[config.mk]
export PLATFORM = sky130hd
export DESIGN_NAME = resnet_output_packer_flat
export DESIGN_NICKNAME = d
export VERILOG_FILES = /design/src/rtl/resnet_output_packer_if.sv /design/src/rtl/resnet_output_packer.sv /design/src/flat_wrapper.sv
export SDC_FILE = /design/constraint.sdc
export NUM_CORES = 1
export LEC_CHECK = 0
export BUFFER_PORTS_ARGS = -buffer_cell sky130_fd_sc_hd__buf_2
export CAP_MARGIN = 20
export CORE_ASPECT_RATIO = 0.6
export CORE_MARGIN = 4
export CORE_UTILIZATION = 40
export CTS_CLUSTER_DIAMETER = 120
export DETAILED_ROUTE_END_ITERATION = 6
export REMOVE_ABC_BUFFERS = 1
export SYNTH_ARGS = -nofsm -noshare
export SYNTH_HDL_FRONTEND = slang
export SYNTH_SLANG_ARGS = --single-unit
[constraint.sdc]
create_clock -name clk -period 9.5 [get_ports clk]
set_clock_uncertainty 0.2 [all_clocks]
set_input_delay 0.95 -clock clk [delete_from_list [all_inputs] [get_ports clk]]
set_output_delay 0.95 -clock clk [all_outputs]
set_load 0.02 [all_outputs]
[src/rtl/resnet_output_packer_if.sv]
// Packed-output bus: accelerator sample stream in, ready/valid packed words out.
// The packer drives the master side; the writeback consumer sits on the slave side.
interface resnet_output_packer_if #(
    parameter int DATA_W = 16,
    parameter int LANES  = 4
);
    logic                     hw_output_stencil_op_hcompute_hw_output_stencil_write_valid;
    logic [DATA_W-1:0]        hw_output_stencil_op_hcompute_hw_output_stencil_write;
    logic                     m_valid;
    logic                     m_ready;
    logic [DATA_W*LANES-1:0]  m_data;
    logic                     m_last;

    modport master (
        input  hw_output_stencil_op_hcompute_hw_output_stencil_write_valid,
        input  hw_output_stencil_op_hcompute_hw_output_stencil_write,
        input  m_ready,
        output m_valid,
        output m_data,
        output m_last
    );

    modport slave (
        output hw_output_stencil_op_hcompute_hw_output_stencil_write_valid,
        output hw_output_stencil_op_hcompute_hw_output_stencil_write,
        output m_ready,
        input  m_valid,
        input  m_data,
        input  m_last
    );
endinterface

[src/rtl/resnet_output_packer.sv]
// Packs LANES accelerator samples per word into a first-word-fall-through FIFO,
// tracks the frame length, tags/pads the final word and reports completion/errors.
module resnet_output_packer #(
    parameter int DATA_W        = 16,
    parameter int LANES         = 4,
    parameter int DEPTH         = 8,
    parameter int TOTAL_OUTPUTS = 1024
) (
    input  logic                                 clk,
    input  logic                                 rst_n,
    input  logic                                 flush,
    resnet_output_packer_if.master               bus,
    output logic                                 done,
    output logic                                 overflow,
    output logic                                 err_extra,
    output logic [$clog2(TOTAL_OUTPUTS+1)-1:0]   sample_count
);
    localparam int CW  = $clog2(TOTAL_OUTPUTS + 1);
    localparam int LIW = $clog2(LANES);
    localparam int AW  = $clog2(DEPTH);
    localparam int WW  = DATA_W * LANES;

    typedef enum logic [1:0] {COLLECT, DRAIN, DONE} state_e;

    state_e                         state_q, state_d;
    logic [LIW-1:0]                 lane_q, lane_d;
    logic [CW-1:0]                  count_q, count_d;
    logic [LANES-1:0][DATA_W-1:0]   pack_q, pack_d;
    logic [AW:0]                    wr_q, wr_d, rd_q, rd_d;
    logic                           overflow_q, overflow_d;
    logic                           err_q, err_d;

    logic [WW:0]                    fifo_mem [DEPTH];
    logic [WW:0]                    head;
    logic [WW-1:0]                  word;
    logic                           sample_valid, fire, is_final, push, pop, wr_en;
    logic                           empty, full;

    assign sample_valid = bus.hw_output_stencil_op_hcompute_hw_output_stencil_write_valid;
    assign fire         = sample_valid && !flush && (state_q == COLLECT);
    assign is_final     = (count_q == CW'(TOTAL_OUTPUTS - 1));
    assign push         = fire && ((lane_q == LIW'(LANES - 1)) || is_final);

    assign empty = (wr_q == rd_q);
    assign full  = (wr_q[AW] != rd_q[AW]) && (wr_q[AW-1:0] == rd_q[AW-1:0]);
    assign pop   = !empty && bus.m_ready;
    // A full FIFO still accepts the word when the head leaves on the same edge.
    assign wr_en = push && (!full || pop);

    // Outgoing word: stored lanes below lane_q, the live sample at lane_q, zeros above.
    for (genvar gi = 0; gi < LANES; gi++) begin : g_lane
        assign word[gi*DATA_W +: DATA_W] =
            (LIW'(gi) < lane_q)  ? pack_q[gi] :
            (LIW'(gi) == lane_q) ? bus.hw_output_stencil_op_hcompute_hw_output_stencil_write :
                                   '0;
    end

    always_comb begin
        state_d    = state_q;
        lane_d     = lane_q;
        count_d    = count_q;
        pack_d     = pack_q;
        wr_d       = wr_q;
        rd_d       = rd_q;
        overflow_d = overflow_q;
        err_d      = err_q;
        if (flush) begin
            state_d    = COLLECT;
            lane_d     = '0;
            count_d    = '0;
            pack_d     = '0;
            wr_d       = '0;
            rd_d       = '0;
            overflow_d = 1'b0;
            err_d      = 1'b0;
        end else begin
            if (fire) begin
                pack_d[lane_q] = bus.hw_output_stencil_op_hcompute_hw_output_stencil_write;
                count_d        = count_q + 1'b1;
                lane_d         = push ? '0 : lane_q + 1'b1;
            end
            if (wr_en) wr_d = wr_q + 1'b1;
            if (pop)   rd_d = rd_q + 1'b1;
            if (push && !wr_en) overflow_d = 1'b1;
            if (sample_valid && (state_q != COLLECT)) err_d = 1'b1;
            case (state_q)
                COLLECT: if (push && is_final) state_d = DRAIN;
                // Looking at the post-edge pointers makes done rise right after the final pop.
                DRAIN:   if (wr_d == rd_d) state_d = DONE;
                default: state_d = DONE;
            endcase
        end
    end

    always_ff @(posedge clk or negedge rst_n) begin
        if (!rst_n) begin
            state_q    <= COLLECT;
            lane_q     <= '0;
            count_q    <= '0;
            pack_q     <= '0;
            wr_q       <= '0;
            rd_q       <= '0;
            overflow_q <= 1'b0;
            err_q      <= 1'b0;
        end else begin
            state_q    <= state_d;
            lane_q     <= lane_d;
            count_q    <= count_d;
            pack_q     <= pack_d;
            wr_q       <= wr_d;
            rd_q       <= rd_d;
            overflow_q <= overflow_d;
            err_q      <= err_d;
        end
    end

    always_ff @(posedge clk) begin
        if (wr_en && !flush) fifo_mem[wr_q[AW-1:0]] <= {is_final, word};
    end

    assign head         = fifo_mem[rd_q[AW-1:0]];
    assign bus.m_valid  = !empty;
    assign bus.m_data   = empty ? '0 : head[WW-1:0];
    assign bus.m_last   = !empty && head[WW];
    assign done         = (state_q == DONE);
    assign overflow     = overflow_q;
    assign err_extra    = err_q;
    assign sample_count = count_q;
endmodule

[src/flat_wrapper.sv]
// flat-port wrapper written by rule: the top's interface ports become plain ports
module resnet_output_packer_flat 
#(
    parameter int DATA_W        = 16,
    parameter int LANES         = 4,
    parameter int DEPTH         = 8,
    parameter int TOTAL_OUTPUTS = 1024
)
  (clk, rst_n, flush, done, overflow, err_extra, sample_count, bus_hw_output_stencil_op_hcompute_hw_output_stencil_write_valid, bus_hw_output_stencil_op_hcompute_hw_output_stencil_write, bus_m_ready, bus_m_valid, bus_m_data, bus_m_last);
  resnet_output_packer_if #(.DATA_W(DATA_W), .LANES(LANES)) bus_i ();
  input  logic clk;
  input  logic rst_n;
  input  logic flush;
  output logic done;
  output logic overflow;
  output logic err_extra;
  output logic [$clog2(TOTAL_OUTPUTS+1)-1:0] sample_count;
  input wire logic [$bits(bus_i.hw_output_stencil_op_hcompute_hw_output_stencil_write_valid)-1:0] bus_hw_output_stencil_op_hcompute_hw_output_stencil_write_valid;
  input wire logic [$bits(bus_i.hw_output_stencil_op_hcompute_hw_output_stencil_write)-1:0] bus_hw_output_stencil_op_hcompute_hw_output_stencil_write;
  input wire logic [$bits(bus_i.m_ready)-1:0] bus_m_ready;
  output wire logic [$bits(bus_i.m_valid)-1:0] bus_m_valid;
  output wire logic [$bits(bus_i.m_data)-1:0] bus_m_data;
  output wire logic [$bits(bus_i.m_last)-1:0] bus_m_last;
  assign bus_i.hw_output_stencil_op_hcompute_hw_output_stencil_write_valid = bus_hw_output_stencil_op_hcompute_hw_output_stencil_write_valid;
  assign bus_i.hw_output_stencil_op_hcompute_hw_output_stencil_write = bus_hw_output_stencil_op_hcompute_hw_output_stencil_write;
  assign bus_i.m_ready = bus_m_ready;
  assign bus_m_valid = bus_i.m_valid;
  assign bus_m_data = bus_i.m_data;
  assign bus_m_last = bus_i.m_last;
  resnet_output_packer #(.DATA_W(DATA_W), .LANES(LANES), .DEPTH(DEPTH), .TOTAL_OUTPUTS(TOTAL_OUTPUTS)) u_core (.clk(clk), .rst_n(rst_n), .flush(flush), .bus(bus_i), .done(done), .overflow(overflow), .err_extra(err_extra), .sample_count(sample_count));
endmodule
==> results of run 1 <==
-- repair_timing --
item | 4_1_cts | 5_1_grt
gates resized for setup | 0 | 0
hold endpoints to repair | 2 | 0
hold buffers | 1 | 0
endpoints found under the setup margin | 0 | 0
-- critical path, delay by kind of cell, from the launching register on --
kind,cells,cell delay (ps)
buffers and inverters,3,1680
flip-flops,1,810
multiplexers,2,890
AND/OR/NAND/NOR,1,100
-- power breakdown --
group,internal (uW),total (uW),switching (uW)
sequential,2850,2860,8.22
combinational,42.9,149,106
clock,1220,2150,933
total,4110,5160,1050
-- routing by layer --
layer  up-vias  global-route usage [%]
li1       5456                       -
met1      6443                   25.25
met2       336                   26.87
met3        68                   3.512
met4         2                   2.935
met5         -                       0
-- state kept, by name, summed over array words and instances, names as in the netlist --
register	cells
u_core.err_extra	1
u_core.fifo_mem	520
u_core.lane_q	2
u_core.overflow	1
u_core.pack_q	48
u_core.rd_q	4
u_core.sample_count	11
u_core.state_q	2
u_core.wr_q	4
-- through the flow --
stage               setup slack [ps]  hold slack [ps]  TNS (ps)  total power [uW]
finish                          4219            320.9         0              5160
floorplan                      -3838            312.0  -1172730              2989
global route                    3839            362.4         0              5346
detailed placement              4705            318.5         0              3060
global placement                4773            310.6         0              3054
CTS                             4053            327.8         0              5210
-- area by class of cell --
type / instances / area share, %
inverters: 9 / 0.1233
multi-input cells: 674 / 23.16
clock inverters: 20 / 0.7489
well taps: 781 / 3.566
clock buffers: 80 / 5.585
repair buffers: 136 / 3.123
flip-flops and latches: 593 / 63.70
-- logic make-up (layout without fill, tap and decap cells) --
kind of cell	Yosys count	after routing	share of synthesized area, %
DFF	593	593	72.33
and+or+nand+nor	322	322	6.169
muxes	216	216	15.82
AOI/OAI and AO/OA	106	106	2.667
buffers and inverters	94	245	1.582
xor gates and xnor gates	22	22	1.017
adders and majority gates	8	8	0.4151
-- path summary, 6_finish.rpt --
path / slack [ps] / endpoint / depth (start not counted)
max in group asynchronous: 7690 / u_core.rd_q[0] / 4
max reg2reg: 5610 / u_core.wr_q[3] / 9
max: 4220 / bus_m_data[52] / 6
min reg2reg: 320 / u_core.err_extra / 2
min: 320 / u_core.err_extra / 2
min in group asynchronous: 500 / u_core.wr_q[3] / 2
-- synth_stat cells, types with 4 or more instances --
cell	n
edfxtp_1	520
mux4_2	130
nand2_1	129
nor2_1	92
o21ai_0	82
dfrtp_1	73
mux2i_1	68
clkbuf_1	55
nand2b_1	51
and2_1	19
mux2_2	17
buf_1	16
buf_2	11
xor2_1	10
a21oi_1	9
inv_1	9
ha_1	8
xnor2_1	8
nor3_1	7
nand3_1	4
nor3b_1	4
==> impl_metrics.csv, run 1 <==
group,metric,value,unit
synthesis,synthFlopType,"edfxtp_1",
clock_tree,clock_path_buffers,3,
setup_path,endpoint_kind,"primary output",
detailed_routing,drtPass1Iterations,5,
finish,final_cell_mix,"edfxtp_1, mux4_2, nand2_1",
place,hpwlAfterDp,30940,um
detailed_routing,viasPerCell,5.366,
setup_path,cp_max_fo,39,
timing,relSlewSlack,24.52,%
finish,synthToLayoutAreaGrowth,13.63,%
global_route,grt_overflow,0,
setup_path,timing.critical_path.slowest_stage_cell,"dfrtp_4",
detailed_routing,via_count,12310,
clock_tree,htreeDepth,2,
synthesis,synth.avg_cell_area,17.72,um2
floorplanning,die_h,198.2,um
finish,layout-drive-gt1-share,25.53,%
floorplanning,num_io_pins,101,
place,port_buffers,100,
detailed_routing,drc,0,
floorplanning,fp-row-count,69,
detailed_routing,route.met3.wl,3330,um
synthesis,ys_types,49,
finish,final_common_cell,"edfxtp_1",
detailed_routing,drt_iter0_markers,1116,
run_status,status,"finished, final reports clean",
clock_tree,cts_tree,"done",
finish,fin_cells,2293,
synthesis,ys_warn_count,0,
detailed_routing,met1_length,25660,um
floorplanning,initial_core_util,40.60,%
synthesis,synth_edf_count,520,
global_route,antenna_found_initial,3,
setup_path,path_class,"reg -> out",
setup_path,worstPathCellList,"buf_4 -> buf_4 -> mux4_2 -> mux2i_1 -> nor2_1 -> buf_2",
flow_run,max_cap_violations,0,
clock_tree,cts_made_buffers,53,
setup_path,worst_setup_path_start_kind,"register",
detailed_routing,post_drt_wl_per_cell,23.85,um
synthesis,synth_seq_cells,593,
setup_path,cp.arrival,4130,ps
floorplanning,die_width,325.0,um
timing,setup_viol,0,
timing,hold_violations,0,
power_and_ir_drop,power.leakage,0.009355,uW
setup_path,crit_required,8350,ps
global_route,track_usage,17.09,%
detailed_routing,wl_met2,24990,um
power_and_ir_drop,p_per_area,188.3,mW/mm2
setup_path,crit_top_cell,"buf_4",
hold_path,hold_path_startpoint,"u_core.err_extra",
synthesis,postSynthCellCount,1361,
clock_tree,clk_pin_slew,70,ps
synthesis,synth-async-reset-ratio,12.31,%
timing,slew_viol_final,0,
finish,fin_area,0.02740,mm2
setup_path,crit_path_start,"u_core.rd_q[0]",
global_route,grt_pass1_wl,82880,um
clock_tree,clock_latency,590,ps
timing,rsz0062_at_grt,"false",
place,placed_area,0.02560,mm2
global_route,first_global_vias,12820,
synthesis,synth_top_area_share,64.75,%
clock_tree,cts_setup_buffers,0,
finish,nFillCells,5046,
synthesis,synth_top_area_cell,"edfxtp_1",
synthesis,seq_area_frac_synth,72.33,%
finish,postLayoutCoreUtil,46.13,%
hold_path,hp-class,"reg -> reg",
floorplanning,core_area,0.05940,mm2
finish,nets,1496,
finish,multi_input_area,0.006345,mm2
detailed_routing,finalWirelength,54690,um
power_and_ir_drop,worst_ir_drop_vdd,0.1434,mV
timing,tightest_slew,1120,ps
place,dp.cells,2190,
detailed_routing,postRouteAntennaNets,0,
setup_path,rr_startpoint,"u_core.lane_q[0]",
timing,fin_crit_sh,55.59,%
setup_path,max_stage_delay,810,ps
clock_tree,clock_sinks,593,
clock_tree,cts-root-buf,"clkbuf_16",
finish,diodes,0,
finish,regArea,0.01745,mm2
synthesis,synth.area.top_cells,"edfxtp_1, mux4_2, dfrtp_1, mux2i_1, nand2_1",
synthesis,syn-cell-area,0.02411,mm2
timing,min_period,5281,ps
detailed_routing,highest_layer,"met5",
global_route,grt_max_degree,76,
place,place_congestion,0.7467,
timing,max_freq,189.3,MHz
floorplanning,die-area,0.06441,mm2
(Power assumes the default switching activity.)
==> run 2: changes to the inputs <==
- clock period: 9.5 -> 4.7 ns (I/O delays scaled with it)
==> impl_metrics.csv, run 2 (synthesis gave the netlist of run 1 again) <==
group,metric,value,unit
global_route,grt_use_met3,2.872,%
setup_path,max_stage_delay,690,ps
floorplanning,initial_core_util,40.60,%
power_and_ir_drop,p_total,10590,uW
global_route,antenna_found_initial,1,
timing,tightest_slew,1101,ps
finish,final_cell_mix,"edfxtp_1, mux4_2, nand2_1",
setup_path,timing.critical_path.slowest_stage_cell,"dfrtp_4",
detailed_routing,viasPerCell,5.419,
timing,fin_hold_ws,48.36,ps
setup_path,crit_required,4030,ps
setup_path,worstPathCellList,"xnor2_4 -> nand3_2 -> nor2_4 -> buf_4 -> nor2_1 -> buf_2",
power_and_ir_drop,worst_ir_drop_vdd,0.3504,mV
timing,setup_viol,0,
place,hpwlAfterDp,29770,um
finish,largest_reg_flops,520,
clock_tree,clock_sinks,593,
setup_path,path_class,"reg -> out",
floorplanning,die_width,325.0,um
floorplanning,core_area,0.05940,mm2
timing,rsz0062_at_grt,"false",
floorplanning,die_h,198.2,um
detailed_routing,drt_iter0_markers,1227,
global_route,grt_max_degree,134,
global_route,busiest_layer,"met2",
finish,final_common_cell,"edfxtp_1",
clock_tree,cts_made_buffers,53,
finish,nets,1498,
detailed_routing,drtPass1Iterations,5,
floorplanning,num_io_pins,101,
place,dp.cells,2186,
power_and_ir_drop,p_per_area,384.3,mW/mm2
timing,min_period,3759,ps
detailed_routing,drc,0,
clock_tree,clock_latency,590,ps
timing,setup_tns,0,ps
timing,max_freq,266.0,MHz
global_route,grt_pass1_wl,83620,um
timing,fin_crit_sh,79.97,%
detailed_routing,postRouteAntennaNets,0,
flow_run,max_cap_violations,0,
global_route,met1_usage,25.85,%
clock_tree,cts_setup_buffers,0,
clock_tree,htreeDepth,2,
timing,slew_viol_final,0,
clock_tree,cts_tree,"done",
timing,relSlewSlack,26.63,%
finish,diodes,0,
finish,nFillCells,5037,
clock_tree,clock_path_buffers,3,
place,port_buffers,100,
detailed_routing,via_count,12440,
setup_path,cp_max_fo,28,
clock_tree,clk_pin_slew,70,ps
global_route,grt_use_met2,27.46,%
floorplanning,fp-row-count,69,
clock_tree,cts-root-buf,"clkbuf_16",
hold_path,hp-class,"in -> reg",
floorplanning,die-area,0.06441,mm2
setup_path,cp.arrival,3090,ps
power_and_ir_drop,power.leakage,0.009401,uW
global_route,track_usage,17.33,%
finish,synthToLayoutAreaGrowth,14.30,%
finish,layout-drive-gt1-share,25.23,%
run_status,status,"finished, final reports clean",
detailed_routing,finalWirelength,55660,um
setup_path,endpoint_kind,"primary output",
detailed_routing,post_drt_wl_per_cell,24.25,um
timing,hold_violations,0,
finish,fin_cells,2295,
setup_path,worst_setup_path_start_kind,"register",
global_route,first_global_vias,12970,
global_route,grt_overflow,0,
place,place_congestion,0.7336,
-- run 2: final cells by class --
cell class              instances  area (um2)  area share (%)
clock inverters                26       307.8           1.117
well taps                     781       977.2           3.545
multi-input cells             674        6345           23.02
clock buffers                  74        1498           5.434
flip-flops and latches        593       17450           63.32
repair buffers                138       948.4           3.441
inverters                       9       33.78          0.1226
-- run 2: final timing paths --
path | from | to | slack (ps) | depth (start not counted)
worst max-delay path | u_core.rd_q[2] | bus_m_data[62] | 940 | 6
worst min-delay path | input port | u_core.pack_q[30] | 50 | 3
worst max register to register | u_core.sample_count[0] | u_core.fifo_mem[5][44] | 1490 | 8
worst min register to register | u_core.err_extra | u_core.err_extra | 310 | 2
max in group asynchronous | rst_n | u_core.rd_q[2] | 3030 | 3
min in group asynchronous | rst_n | u_core.pack_q[2] | 280 | 2
-- run 2: critical path, delay by kind of cell (launching register included) --
family / cells / cell delay (ps)
xor gates and xnor gates: 1 / 280
buffers and inverters: 2 / 610
and+or+nand+nor: 3 / 870
DFF: 1 / 690
-- run 2: stage by stage --
stage	util, %	cell area [um2]	setup slack (ps)
floorplan	-	23770	-8638
global placement	43.18	25650	1459
detailed placement	43.23	25670	1447
CTS	46.37	27540	856.2
global route	46.40	27560	781.9
finish	46.40	27560	941.2
-- run 2: where the power goes --
group	switching [uW]	leakage, uW	total (uW)	internal, uW
Sequential	15.2	0.00606	5770	5760
Clock	1900	0.000886	4510	2610
Combinational	223	0.00246	314	90.7
-- run 2: timing repair --
| action | 4_1_cts | 5_1_grt |
|---|---|---|
| hold endpoints to repair | 55 | 0 |
| resized for setup | 0 | 0 |
| hold buffers | 6 | 0 |
-- run 2: routing by layer --
metal  up-vias  part of all wire [%]  routed length (um)
li1       5469                     -                   -
met1      6573                    47               26130
met2       338                    46               25800
met3        56                   5.4                3012
met4         0                   1.3                 718
met5         -                     0                   0
